File: src/rtl/door_sequencer.sv
// Motorised door sequencer: synchronises and debounces the operator button and
// drives the open/close motor through a Moore FSM with limit, obstruction and timeout handling.
module door_sequencer #(
    parameter int DEBOUNCE_CYCLES = 4,
    parameter int TRAVEL_MAX      = 16,
    parameter int HOLD_CYCLES     = 32,
    parameter int CNT_W           = 8
) (
    input  logic clk,
    input  logic reset,
    input  logic button,
    input  logic limit_open,
    input  logic limit_closed,
    input  logic obstruct,
    output logic motor_open,
    output logic motor_close,
    output logic door_open,
    output logic fault
);

    localparam logic [2:0] S_CLOSED  = 3'd0;
    localparam logic [2:0] S_OPENING = 3'd1;
    localparam logic [2:0] S_OPEN    = 3'd2;
    localparam logic [2:0] S_CLOSING = 3'd3;
    localparam logic [2:0] S_FAULT   = 3'd4;

    localparam logic [CNT_W-1:0] DB_LAST     = CNT_W'(DEBOUNCE_CYCLES - 1);
    localparam logic [CNT_W-1:0] TRAVEL_LAST = CNT_W'(TRAVEL_MAX - 1);
    localparam logic [CNT_W-1:0] HOLD_LAST   = CNT_W'(HOLD_CYCLES - 1);
    localparam logic [CNT_W-1:0] CNT_MAX     = '1;

    logic             sync1_q, sync2_q;
    logic             db_level_q, db_level_d;
    logic [CNT_W-1:0] db_cnt_q, db_cnt_d;
    logic             press_q, press_d;
    logic [2:0]       state_q, state_d;
    logic [CNT_W-1:0] travel_q, travel_d;
    logic [CNT_W-1:0] hold_q, hold_d;
    logic             travel_timeout;

    // NOTE: every always_comb output gets a default first, so no path can infer a latch.
    always_comb begin
        db_level_d = db_level_q;
        db_cnt_d   = '0;
        press_d    = 1'b0;
        if (sync2_q != db_level_q) begin
            if (db_cnt_q == DB_LAST) begin
                db_level_d = ~db_level_q;
                press_d    = ~db_level_q;
            end else begin
                db_cnt_d = db_cnt_q + CNT_W'(1);
            end
        end
    end

    assign travel_timeout = (travel_q == TRAVEL_LAST);

    always_comb begin
        state_d = state_q;
        if (state_q != S_FAULT && limit_open && limit_closed) begin
            state_d = S_FAULT;
        end else begin
            case (state_q)
                S_CLOSED: if (press_q) state_d = S_OPENING;
                S_OPENING: begin
                    if (limit_open)          state_d = S_OPEN;
                    else if (press_q)        state_d = S_CLOSING;
                    else if (travel_timeout) state_d = S_FAULT;
                end
                S_OPEN: begin
                    if (press_q)                           state_d = S_CLOSING;
                    else if (!obstruct && hold_q == HOLD_LAST) state_d = S_CLOSING;
                end
                S_CLOSING: begin
                    if (limit_closed)              state_d = S_CLOSED;
                    else if (obstruct || press_q)  state_d = S_OPENING;
                    else if (travel_timeout)       state_d = S_FAULT;
                end
                default: state_d = S_FAULT;
            endcase
        end
    end

    // Any state change restarts both timers, which covers reversals as well as fresh entries.
    always_comb begin
        travel_d = travel_q;
        hold_d   = hold_q;
        if (state_d != state_q) begin
            travel_d = '0;
            hold_d   = '0;
        end else begin
            if ((state_q == S_OPENING || state_q == S_CLOSING) && travel_q != CNT_MAX)
                travel_d = travel_q + CNT_W'(1);
            if (state_q == S_OPEN) begin
                if (obstruct)              hold_d = '0;
                else if (hold_q != CNT_MAX) hold_d = hold_q + CNT_W'(1);
            end
        end
    end

    // NOTE: sequential state uses non-blocking assignments so all registers update together.
    always_ff @(posedge clk or posedge reset) begin
        if (reset) begin
            sync1_q    <= 1'b0;
            sync2_q    <= 1'b0;
            db_level_q <= 1'b0;
            db_cnt_q   <= '0;
            press_q    <= 1'b0;
            state_q    <= S_CLOSED;
            travel_q   <= '0;
            hold_q     <= '0;
        end else begin
            sync1_q    <= button;
            sync2_q    <= sync1_q;
            db_level_q <= db_level_d;
            db_cnt_q   <= db_cnt_d;
            press_q    <= press_d;
            state_q    <= state_d;
            travel_q   <= travel_d;
            hold_q     <= hold_d;
        end
    end

    assign motor_open  = (state_q == S_OPENING);
    assign motor_close = (state_q == S_CLOSING);
    assign door_open   = (state_q == S_OPEN);
    assign fault       = (state_q == S_FAULT);

endmodule

File: config.mk
export PLATFORM = sky130hd
export DESIGN_NAME = door_sequencer
export DESIGN_NICKNAME = d
export VERILOG_FILES = /design/src/rtl/door_sequencer.sv
export SDC_FILE = /design/constraint.sdc
export NUM_CORES = 1
export LEC_CHECK = 0
export BUFFER_PORTS_ARGS = -buffer_cell sky130_fd_sc_hd__buf_2
export CORE_MARGIN = 2
export CORE_UTILIZATION = 35
export CTS_BUF_LIST = sky130_fd_sc_hd__clkbuf_8
export DETAILED_ROUTE_END_ITERATION = 6
export SLEW_MARGIN = 20
export SYNTH_ARGS = -nofsm -noshare
export SYNTH_HDL_FRONTEND = slang
export SYNTH_SLANG_ARGS = --single-unit
File: constraint.sdc
create_clock -name clk -period 2.6 [get_ports clk]
set_input_delay 0.52 -clock clk [delete_from_list [all_inputs] [get_ports clk]]
set_output_delay 0.52 -clock clk [all_outputs]
set_load 0.005 [all_outputs]
==> Implementation_results.wiki, run 1 <==
{| class="wikitable"
! Metric !! Value
|-
| Die span in x || 75.05 um
|-
| Die footprint || 5632 um2
|-
| Type of the tightest min-delay check || input pin to async pin
|-
| Count of buffer and inverter cells on the critical path || 1
|-
| Cell taking the most area after synthesis || sky130_fd_sc_hd__dfrtp_1
|-
| Capture point of the worst reg-to-reg path || hold_q[1]
|-
| Mapped Cells || 179
|-
| Routed vias || 1373
|-
| Deepest level of the CTS H-tree || 2
|-
| Count of clock tree sinks || 31
|-
| Number of buffers added to fix hold violations after cts || 0
|-
| Max-slew violations || 0
|-
| Hold Slack || 0.3035 ns
|-
| All-Layer GR Usage || 0.1349
|-
| Synth top area share || 0.4391
|-
| Total Neg Setup Slack || 0 ns
|-
| Count of state elements after synthesis || 31
|-
| Detailed-route vias per instance || 5.261
|-
| Total of buffers placed on input and output ports || 9
|-
| Top FF cell, synth || sky130_fd_sc_hd__dfrtp_1
|-
| Area added between synthesis and finish || 12.68%
|-
| Starting Density || 0.3692
|-
| Floorplan die height || 75.05 um
|-
| Layout Cells excl Fill || 261
|-
| Post-synthesis cell area || 1767 um2
|-
| Final hold vios || 0
|-
| CTS tree || done
|-
| Core region area || 4786 um2
|-
| Warnings, synthesis || 0
|-
| Reg2Reg Depth || 7
|-
| CTS Buf Count || 5
|-
| Most common cell after layout, fill and taps aside || sky130_fd_sc_hd__dfrtp_1
|-
| Clock period minus worst slack || 2.328 ns
|-
| Buffers from clock root to sink, at most || 2
|-
| Average wire length per cell after detail routing || 12.69 um
|-
| Worst R2R Start || travel_q[0]
|-
| First-pass GRT wire length || 5.782 mm
|-
| DP Worst Slack || 0.2419 ns
|-
| Via count of the first global-routing pass || 1325
|-
| Maximum number of pins on one net before global-route repair || 32
|-
| Part of the cycle the worst path needs || 0.8953
|-
| Crit path max fanout || 16
|-
| FMAX || 0.4296 GHz
|-
| Element type at the critical path start || register
|-
| Number of distinct library cells after synthesis || 43
|-
| Root cell of the clock tree || sky130_fd_sc_hd__clkbuf_8
|-
| Cell type of the slowest stage on the worst timing path || sky130_fd_sc_hd__or4b_1
|-
| Post-synth net total || 188
|-
| Share of flip-flops with an asynchronous set or reset after synthesis || 1.000
|-
| Count of flip-flops with a built-in enable after synthesis || 0
|-
| Number of remaining DRC errors || 0
|-
| Clock insertion delay at the later pin of the skew report || 0.28 ns
|-
| GPL Wtd Cong || 0.7732
|-
| Critical path origin || travel_q[0]
|-
| Worst slew slack as a fraction of its limit || 0.4840
|-
| Nature of the critical path endpoint || register
|-
| Highest ir drop seen on vdd || 0.0003538 V
|-
| Pleak || 0.8530 nW
|-
| Final global-route overflow total || 0
|-
| Remaining antenna violation count || 0
|-
| Reg2reg setup slack || 0.27 ns
|-
| Detailed-placement wirelength estimate || 2.323 mm
|-
| Setup-failing EPs final || 0
|-
| Family with the most delay on the worst path || simple AND/OR/NAND/NOR gates
|-
| Per-instance average area after synthesis || 9.870 um2
|-
| Actual slew at the worst max-slew pin || 0.7740 ns
|-
| Drt first pass iters || 4
|-
| Number of DRC markers in iteration 0 || 48
|-
| Required time of the critical path || 2.77 ns
|-
| Final WL || 3.313 mm
|-
| Max-capacitance violation count || 0
|-
| Sequential-to-total area share from yosys stat || 0.4391
|-
| Commonest cells after routing, fill and taps aside || sky130_fd_sc_hd__dfrtp_1 (31), sky130_fd_sc_hd__nor2_1 (19), sky130_fd_sc_hd__nand3_1 (11), sky130_fd_sc_hd__nor4_2 (11)
|-
| CP max stage delay || 0.51 ns
|-
| Final core utilization || 0.4159
|-
| Cell types with the largest area share after synthesis || sky130_fd_sc_hd__dfrtp_1 (44%), sky130_fd_sc_hd__nor4_2 (7.8%), sky130_fd_sc_hd__nor2_1 (4.0%), sky130_fd_sc_hd__xor2_1 (4.0%), sky130_fd_sc_hd__nor4_1 (3.2%)
|-
| Number of I/O pins || 10
|-
| Worst setup path class || register to register
|-
| Number of diodes added for antenna fixing || 0
|-
| Fraction of layout cells with a size suffix above 1 || 0.2010
|-
| Arrival time of the worst setup path || 2.50 ns
|-
| Worst Clk Skew || 0.005533 ns
|-
| Placed cells || 253
|-
| Least setup slack across all paths after layout || 0.2723 ns
|-
| Run status || completed
|-
| Ordered list of cells on the worst path || ha_1, nand3_1, or4b_1, a221oi_2, mux2i_1, buf_4, nor4_2
|-
| PD cells || 523.3 nW/um2
|-
| Site row count || 25
|-
| Setup repair after global routing missed its margin || false
|-
| Clock-pin slew of the registers on the worst-case setup and hold paths || 0.06 ns
|-
| Net total in the final layout || 202
|-
| Initial antenna violation count || 0
|}
==> cell type report <==
type / instances / area [um2]
Tap cell: 67 / 83.83
Sequential cell: 31 / 775.7
Timing Repair Buffer: 13 / 75.07
Inverter: 8 / 30.03
Fill cell: 478 / 2795
Multi-Input combinational cell: 134 / 942.2
Clock buffer: 5 / 68.82
Clock inverter: 3 / 15.01
==> per-stage QoR <==
stage	power, mW	area [um2]
finish	1.042	1991
global route	1.101	1991
CTS	1.054	1986
detailed placement	0.6959	1902
global placement	0.6974	1902
floorplan	0.6570	1767
==> how the worst max path moves through the flow <==
stage | to | slack, ns | cells after the start
3_3_place_gp | travel_q[7] | 0.28 | 7
6_report | hold_q[1] | 0.27 | 7
3_5_place_dp | hold_q[2] | 0.24 | 6
5_1_grt | travel_q[7] | 0.08 | 7
2_1_floorplan | hold_q[0] | 0.29 | 7
4_1_cts | hold_q[2] | 0.23 | 6
==> repair_timing <==
action                     CTS  global route
resized for setup            0             1
setup endpoints to repair    0             3
setup buffers                0             0
==> kinds of logic after synthesis <==
family                     after synthesis  synth area share
xor gates and xnor gates                14           0.06941
muxes                                    3           0.01771
buffers and inverters                   14           0.03470
DFF                                     31            0.4391
and+or+nand+nor                         84            0.3045
AOI/OAI and AO/OA                       30            0.1133
adders and majority gates                3           0.02125
==> Yosys cell counts (all sizes together), types with 2 or more instances <==
| master | n |
|---|---|
| and2 | 2 |
| a21o | 2 |
| xor2 | 8 |
| nand3 | 11 |
| nor3 | 4 |
| nor2 | 19 |
| ha | 3 |
| dfrtp | 31 |
| nor4 | 20 |
| and3 | 5 |
| nor3b | 3 |
| o21ai | 5 |
| a31oi | 3 |
| xnor2 | 6 |
| nand4 | 2 |
| mux2i | 2 |
| or4b | 2 |
| nor2b | 5 |
| o21a | 4 |
| inv | 8 |
| buf | 3 |
| or2 | 2 |
| clkbuf | 3 |
| a21oi | 8 |
| nand2 | 5 |
==> layer usage <==
layer / part of all wire / vias up / global-route usage
met5: 0 / - / 0
met4: 0.0069 / 0 / 0.04365
met3: 0.033 / 4 / 0.05221
met2: 0.48 / 21 / 0.2135
met1: 0.48 / 664 / 0.1697
li1: - / 684 / -
==> report_power, final <==
group          switching (mW)  internal [mW]  total, mW
Sequential             0.0438          0.521      0.565
Combinational          0.0656         0.0545      0.120
Clock                   0.174          0.183      0.357
==> state kept, by name (all words and copies together) (netlist names) <==
register,cells
state_q,3
sync2_q,1
travel_q,8
db_cnt_q,8
sync1_q,1
hold_q,8
press_q,1
db_level_q,1
==> worst register-to-register path: stages, from the launching register on <==
cell	delay (ns)
sky130_fd_sc_hd__dfrtp_1	0.37
sky130_fd_sc_hd__ha_1	0.20
sky130_fd_sc_hd__nand3_1	0.16
sky130_fd_sc_hd__or4b_1	0.51
sky130_fd_sc_hd__a221oi_2	0.31
sky130_fd_sc_hd__mux2i_1	0.12
sky130_fd_sc_hd__buf_4	0.22
sky130_fd_sc_hd__nor4_2	0.32
No activity file was read; power rests on OpenSTA's default activity.
==> run 2, diff against run 1 <==
==> constraint.sdc (replaced) <==
create_clock -name clk -period 2.6 [get_ports clk]
set_input_delay 0.39 -clock clk [delete_from_list [all_inputs] [get_ports clk]]
set_output_delay 0.39 -clock clk [all_outputs]
set_load 0.005 [all_outputs]
==> run 2 against run 1 <==
Sequential power about the same; global-route usage up 0.067 points; power grew 13%; final cell count is 0.38% lower; worst hold slack got worse by 0.13 ns; count of clock-buffer cells in the layout up 1.
==> Implementation_results.wiki, run 2 (same netlist as run 1, synthesis figures left out) <==
{| class="wikitable"
! Metric !! Value
|-
| Die footprint || 5632 um2 (unchanged)
|-
| Setup repair after global routing missed its margin || false
|-
| Average wire length per cell after detail routing || 12.84 um (+1.2%)
|-
| Deepest level of the CTS H-tree || 2 (unchanged)
|-
| Number of DRC markers in iteration 0 || 66 (+38%)
|-
| Total Neg Setup Slack || 0 ns (unchanged)
|-
| Critical path origin || travel_q[0]
|-
| Fraction of layout cells with a size suffix above 1 || 0.1969 (-0.004140)
|-
| Net total in the final layout || 201 (-0.50%)
|-
| Most common cell after layout, fill and taps aside || sky130_fd_sc_hd__dfrtp_1
|-
| Number of remaining DRC errors || 0 (unchanged)
|-
| Largest regs || db_cnt_q (8), hold_q (8), travel_q (8)
|-
| Final WL || 3.339 mm (+0.78%)
|-
| Starting Density || 0.3692 (unchanged)
|-
| Via count of the first global-routing pass || 1304 (-1.6%)
|-
| Layout Cells excl Fill || 260 (-0.38%)
|-
| Remaining antenna violation count || 0 (unchanged)
|-
| Detailed-route vias per instance || 5.115 (-2.8%)
|-
| Maximum number of pins on one net before global-route repair || 32 (unchanged)
|-
| Highest ir drop seen on vdd || 0.0003435 V (-2.9%)
|-
| Total of buffers placed on input and output ports || 9 (unchanged)
|-
| Worst slew slack as a fraction of its limit || 0.4561 (-0.02793)
|-
| Drt first pass iters || 4 (unchanged)
|-
| # resized after CTS || 0 (unchanged)
|-
| All-Layer GR Usage || 0.1356 (+0.0006721)
|-
| Pleak || 0.8617 nW (+1.0%)
|-
| Run status || completed
|-
| Detailed-placement wirelength estimate || 2.238 mm (-3.7%)
|-
| Commonest cells after routing, fill and taps aside || sky130_fd_sc_hd__dfrtp_1 (31), sky130_fd_sc_hd__nor2_1 (19), sky130_fd_sc_hd__nand3_1 (11), sky130_fd_sc_hd__nor4_2 (11)
|-
| Root cell of the clock tree || sky130_fd_sc_hd__clkbuf_8
|-
| Area added between synthesis and finish || 14.16%
|-
| Setup-failing EPs final || 0 (unchanged)
|-
| Number of I/O pins || 10 (unchanged)
|-
| DP Worst Slack || 0.2689 ns (+0.02699 ns)
|-
| Total setup buffers inserted after CTS || 0 (unchanged)
|-
| Max-slew violations || 0 (unchanged)
|-
| Part of the cycle the worst path needs || 0.8933 (-0.002023)
|-
| CTS tree || done
|-
| Clock-pin slew of the registers on the worst-case setup and hold paths || 0.07 ns (about the same)
|-
| Number of buffers added to fix hold violations after cts || 0 (unchanged)
|-
| WL met2 || 1.571 mm (-2.1%)
|-
| Design area || 2017 um2 (+1.3%)
|-
| FMAX || 0.4306 GHz (+0.23%)
|-
| Final core utilization || 0.4214 (+0.005490)
|-
| Nature of the critical path endpoint || register
|-
| Topmost layer with routed signal wires || met4
|-
| Max-capacitance violation count || 0 (unchanged)
|-
| Clock insertion delay at the later pin of the skew report || 0.28 ns (about the same)
|-
| Hold Slack || 0.1747 ns (-0.1287 ns)
|-
| CTS Buf Count || 5 (unchanged)
|-
| Buffers from clock root to sink, at most || 2 (unchanged)
|-
| First-pass GRT wire length || 5.906 mm (+2.1%)
|-
| Core region area || 4786 um2 (unchanged)
|-
| Final hold vios || 0 (unchanged)
|-
| Worst R2R Start || travel_q[0]
|-
| Crit path max fanout || 16 (unchanged)
|-
| Type of the tightest min-delay check || input pin to async pin
|-
| Placed cells || 252 (-0.40%)
|-
| Actual slew at the worst max-slew pin || 0.8159 ns (+0.04189 ns)
|-
| Required time of the critical path || 2.73 ns (-0.04 ns)
|-
| Floorplan die height || 75.05 um (unchanged)
|-
| Clock period minus worst slack || 2.322 ns (-0.005259 ns)
|-
| Least setup slack across all paths after layout || 0.2775 ns (+0.005259 ns)
|-
| Worst setup path class || register to register
|-
| Element type at the critical path start || register
|-
| GPL Wtd Cong || 0.8038 (+4.0%)
|-
| Initial antenna violation count || 0 (unchanged)
|-
| Routed vias || 1330 (-3.1%)
|-
| Count of clock tree sinks || 31 (unchanged)
|-
| Site row count || 25 (unchanged)
|-
| Number of diodes added for antenna fixing || 0 (unchanged)
|-
| Reg2reg setup slack || 0.28 ns (about the same)
|-
| Reg2Reg Depth || 7 (unchanged)
|-
| Routed met1 length || 1.663 mm (+5.7%)
|-
| Arrival time of the worst setup path || 2.45 ns (-0.05 ns)
|-
| Placed inst area || 1894 um2 (-0.39%)
|-
| Final global-route overflow total || 0 (unchanged)
|-
| Routed length on met3 || 88 um (-19%)
|-
| Total power of the final layout || 1.174 mW (+13%)
|-
| Die span in x || 75.05 um (unchanged)
|-
| Worst Clk Skew || 0.005818 ns (+0.0002854 ns)
|-
| PD cells || 581.9 nW/um2 (+11%)
|}
-- run 2: cell types whose count changed in the layout (fill, tap and decap cells not counted), sizes merged --
cell | before | now
buf | 13 | 12
clkbuf | 5 | 6
clkinv | 3 | 1
bufinv | 0 | 1
-- run 2: area by class of cell --
cell class,instances,area [um2]
Clock buffer,6,82.58
Clock inverter,2,35.03
Fill cell,468,2769
Inverter,8,30.03
Multi-Input combinational cell,134,942.2
Sequential cell,31,775.7
Tap cell,67,83.83
Timing Repair Buffer,12,67.56
-- run 2: routing by layer --
layer  global-route usage  vias to the layer above
met5                    0                        -
met4              0.04762                        0
met3              0.03748                        3
met2               0.2135                       11
met1               0.1794                      633
li1                     -                      683
-- run 2: where the power goes --
part           internal (mW)  switching [mW]  total [mW]
clock network          0.310           0.181       0.491
registers              0.521          0.0426       0.564
logic                 0.0541          0.0650       0.119
total                  0.885           0.289        1.17
-- run 2: worst paths after layout --
kind	to
hold reg to reg	sync2_q
min in group clk	sync1_q
max in group asynchronous	travel_q[7]
setup / recovery	travel_q[3]
hold / removal	db_cnt_q[6]
setup reg to reg	travel_q[3]
-- run 2: worst max-delay path, stage by stage (launching register included) --
cell	delay (ns)
sky130_fd_sc_hd__dfrtp_1	0.38
sky130_fd_sc_hd__ha_1	0.20
sky130_fd_sc_hd__nand3_1	0.16
sky130_fd_sc_hd__or4b_1	0.52
sky130_fd_sc_hd__a221oi_2	0.31
sky130_fd_sc_hd__mux2i_1	0.22
sky130_fd_sc_hd__buf_4	0.28
sky130_fd_sc_hd__nor4_1	0.10
==> run 3, diff against run 2 <==
- CTS_CLUSTER_DIAMETER: not set -> 60
- clock period: 2.6 -> 2.3 ns (I/O delays scaled with it)
==> run 3 against run 2 <==
Power up 3.1%; count of clock-buffer cells in the layout unchanged; register-to-register slack worse by 0.16 ns; sequential power up 13%; worst hold slack worse by 0.036 ns; largest power group unchanged.
==> Implementation_results.wiki, run 3 (same netlist as run 1, synthesis figures left out) <==
{| class="wikitable"
! Metric !! Value
|-
| Clock insertion delay at the later pin of the skew report || 0.28 ns (about the same)
|-
| Final hold vios || 0 (unchanged)
|-
| FMAX || 0.4592 GHz (+6.7%)
|-
| Area added between synthesis and finish || 17.21%
|-
| Placed inst area || 1956 um2 (+3.2%)
|-
| Site row count || 25 (unchanged)
|-
| Pleak || 0.8779 nW (+1.9%)
|-
| Highest ir drop seen on vdd || 0.0004956 V (+44%)
|-
| Routed vias || 1363 (+2.5%)
|-
| Run status || completed
|-
| Worst slew slack as a fraction of its limit || 0.5647 (+0.1087)
|-
| Family with the most delay on the worst path || simple AND/OR/NAND/NOR gates
|-
| Part of the cycle the worst path needs || 0.9468 (+0.05351)
|-
| Final global-route overflow total || 0 (unchanged)
|-
| Least setup slack across all paths after layout || 0.1224 ns (-0.1551 ns)
|-
| Type of the tightest min-delay check || input pin to async pin
|-
| Most common cell after layout, fill and taps aside || sky130_fd_sc_hd__dfrtp_1
|-
| Element type at the critical path start || register
|-
| GPL Wtd Cong || 0.7817 (-2.7%)
|-
| First-pass GRT wire length || 5.616 mm (-4.9%)
|-
| Max-slew violations || 0 (unchanged)
|-
| All-Layer GR Usage || 0.1302 (-0.005371)
|-
| Number of diodes added for antenna fixing || 0 (unchanged)
|-
| Number of I/O pins || 10 (unchanged)
|-
| Detailed-placement wirelength estimate || 2.281 mm (+1.9%)
|-
| Ordered list of cells on the worst path || ha_1, nand3_1, or4b_4, a221oi_4, mux2i_2, buf_12, nor4_1
|-
| Clock-pin slew of the registers on the worst-case setup and hold paths || 0.07 ns (about the same)
|-
| Count of buffer and inverter cells on the critical path || 1 (unchanged)
|-
| Setup repair after global routing missed its margin || true
|-
| Total of buffers placed on input and output ports || 9 (unchanged)
|-
| Final WL || 3.312 mm (-0.81%)
|-
| CTS Buf Count || 5 (unchanged)
|-
| Actual slew at the worst max-slew pin || 0.6490 ns (-0.1669 ns)
|-
| Share of power burned in registers || 0.525 (+0.045)
|-
| Deepest level of the CTS H-tree || 2 (unchanged)
|-
| Design area || 2071 um2 (+2.7%)
|-
| Count of clock tree sinks || 31 (unchanged)
|-
| PD cells || 584.3 nW/um2 (+0.41%)
|-
| Largest regs || db_cnt_q (8), hold_q (8), travel_q (8)
|-
| Number of buffers added to fix hold violations after cts || 0 (unchanged)
|-
| Worst Clk Skew || 0.008885 ns (+0.003067 ns)
|-
| Maximum number of pins on one net before global-route repair || 32 (unchanged)
|-
| Setup-failing EPs final || 0 (unchanged)
|-
| Average wire length per cell after detail routing || 12.50 um (-2.7%)
|-
| Drt first pass iters || 4 (unchanged)
|-
| Net Sw Power || 320.5 uW (+11%)
|-
| Buffers from clock root to sink, at most || 2 (unchanged)
|-
| Commonest cells after routing, fill and taps aside || sky130_fd_sc_hd__dfrtp_1 (31), sky130_fd_sc_hd__nor2_1 (19), sky130_fd_sc_hd__nor4_2 (12), sky130_fd_sc_hd__nand3_1 (11), sky130_fd_sc_hd__buf_2 (9)
|-
| Total power of the final layout || 1.210 mW (+3.1%)
|-
| Nature of the critical path endpoint || register
|-
| Starting Density || 0.3692 (unchanged)
|-
| Fraction of layout cells with a size suffix above 1 || 0.2374 (+0.04048)
|-
| Core region area || 4786 um2 (unchanged)
|-
| Max-capacitance violation count || 0 (unchanged)
|-
| Remaining antenna violation count || 0 (unchanged)
|-
| Via count of the first global-routing pass || 1285 (-1.5%)
|-
| Arrival time of the worst setup path || 2.31 ns (-0.14 ns)
|-
| Final core utilization || 0.4327 (+0.01124)
|-
| Number of DRC markers in iteration 0 || 63 (-4.5%)
|-
| CTS tree || done
|-
| Cell-internal power || 889.5 uW (+0.52%)
|-
| DP Worst Slack || 0.03096 ns (-0.2380 ns)
|-
| Floorplan die height || 75.05 um (unchanged)
|-
| Cell type of the slowest stage on the worst timing path || sky130_fd_sc_hd__or4b_4
|-
| Initial antenna violation count || 0 (unchanged)
|-
| Combinational cell fraction of total power || 0.121 (+0.020)
|-
| Share of total power in the clock network || 0.354 (-0.064)
|-
| Worst setup path class || register to register
|-
| Detailed-route vias per instance || 5.143 (+0.55%)
|-
| Die footprint || 5632 um2 (unchanged)
|-
| Crit path max fanout || 16 (unchanged)
|-
| CP max stage delay || 0.51 ns (about the same)
|-
| Die span in x || 75.05 um (unchanged)
|-
| Hold Slack || 0.1383 ns (-0.03646 ns)
|-
| Number of remaining DRC errors || 0 (unchanged)
|-
| Fraction of power spent switching nets || 0.2649 (+0.01881)
|-
| Net total in the final layout || 207 (+3.0%)
|-
| Required time of the critical path || 2.44 ns (-0.29 ns)
|-
| Clock period minus worst slack || 2.178 ns (-0.1449 ns)
|-
| Number of inserted filler cells in the final layout || 459 (-1.9%)
|-
| Root cell of the clock tree || sky130_fd_sc_hd__clkbuf_8
|}
[run 3: cell count changes in the layout (fill, tap and decap cells not counted), sizes merged]
| cell | before | now |
|---|---|---|
| buf | 12 | 18 |
| bufinv | 1 | 0 |
[run 3: worst paths after layout]
| kind | from | end | slack (ns) | depth (start not counted) |
|---|---|---|---|---|
| min reg2reg | sync1_q | sync2_q | 0.35 | 0 |
| max reg2reg | travel_q[0] | travel_q[3] | 0.12 | 7 |
| max in group asynchronous | reset | travel_q[7] | 1.86 | 3 |
| min in group clk | button | sync1_q | 0.17 | 1 |
| max | travel_q[0] | travel_q[3] | 0.12 | 7 |
| min | reset | sync2_q | 0.14 | 3 |
[run 3: metrics by stage]
| stage | cells | setup TNS (ns) |
|---|---|---|
| floorplan | 179 | 0 |
| finish | 265 | 0 |
| CTS | 265 | 0 |
| global route | 265 | -0.06668 |
| global placement | 258 | 0 |
| detailed placement | 258 | 0 |
[run 3: worst min-delay path, delay by kind of cell]
kind,cells,cell delay [ns]
buffers and inverters,3,0.49
[run 3: timing repair]
action,in CTS,in global routing
buffers inserted,0,0
resized for setup,0,5
setup endpoints to repair,0,16
[run 3: power by group through the flow]
stage | combinational, mW | clock, mW | sequential, mW
finish | 0.146 | 0.428 | 0.636
global route | 0.167 | 0.461 | 0.643
CTS | 0.147 | 0.443 | 0.634
detailed placement | 0.148 | 0 | 0.643
global placement | 0.143 | 0 | 0.644
floorplan | 0.107 | 0 | 0.635
[run 3: metal layers]
metal	vias up	share of wire	GRT usage
met5	-	0	0
met1	654	0.46	0.1626
met3	8	0.027	0.04150
met4	0	0.014	0.03373
li1	688	-	-
met2	13	0.49	0.2183
[run 3: layout make-up]
cell class / instances / area (um2) / share of cell area
clock buffers: 6 / 82.58 / 0.03988
multi-input cells: 134 / 968.4 / 0.4677
flip-flops and latches: 31 / 775.7 / 0.3746
well taps: 67 / 83.83 / 0.04048
inverters: 8 / 30.03 / 0.01450
clock inverters: 1 / 5.005 / 0.002417
repair buffers: 18 / 125.1 / 0.06042
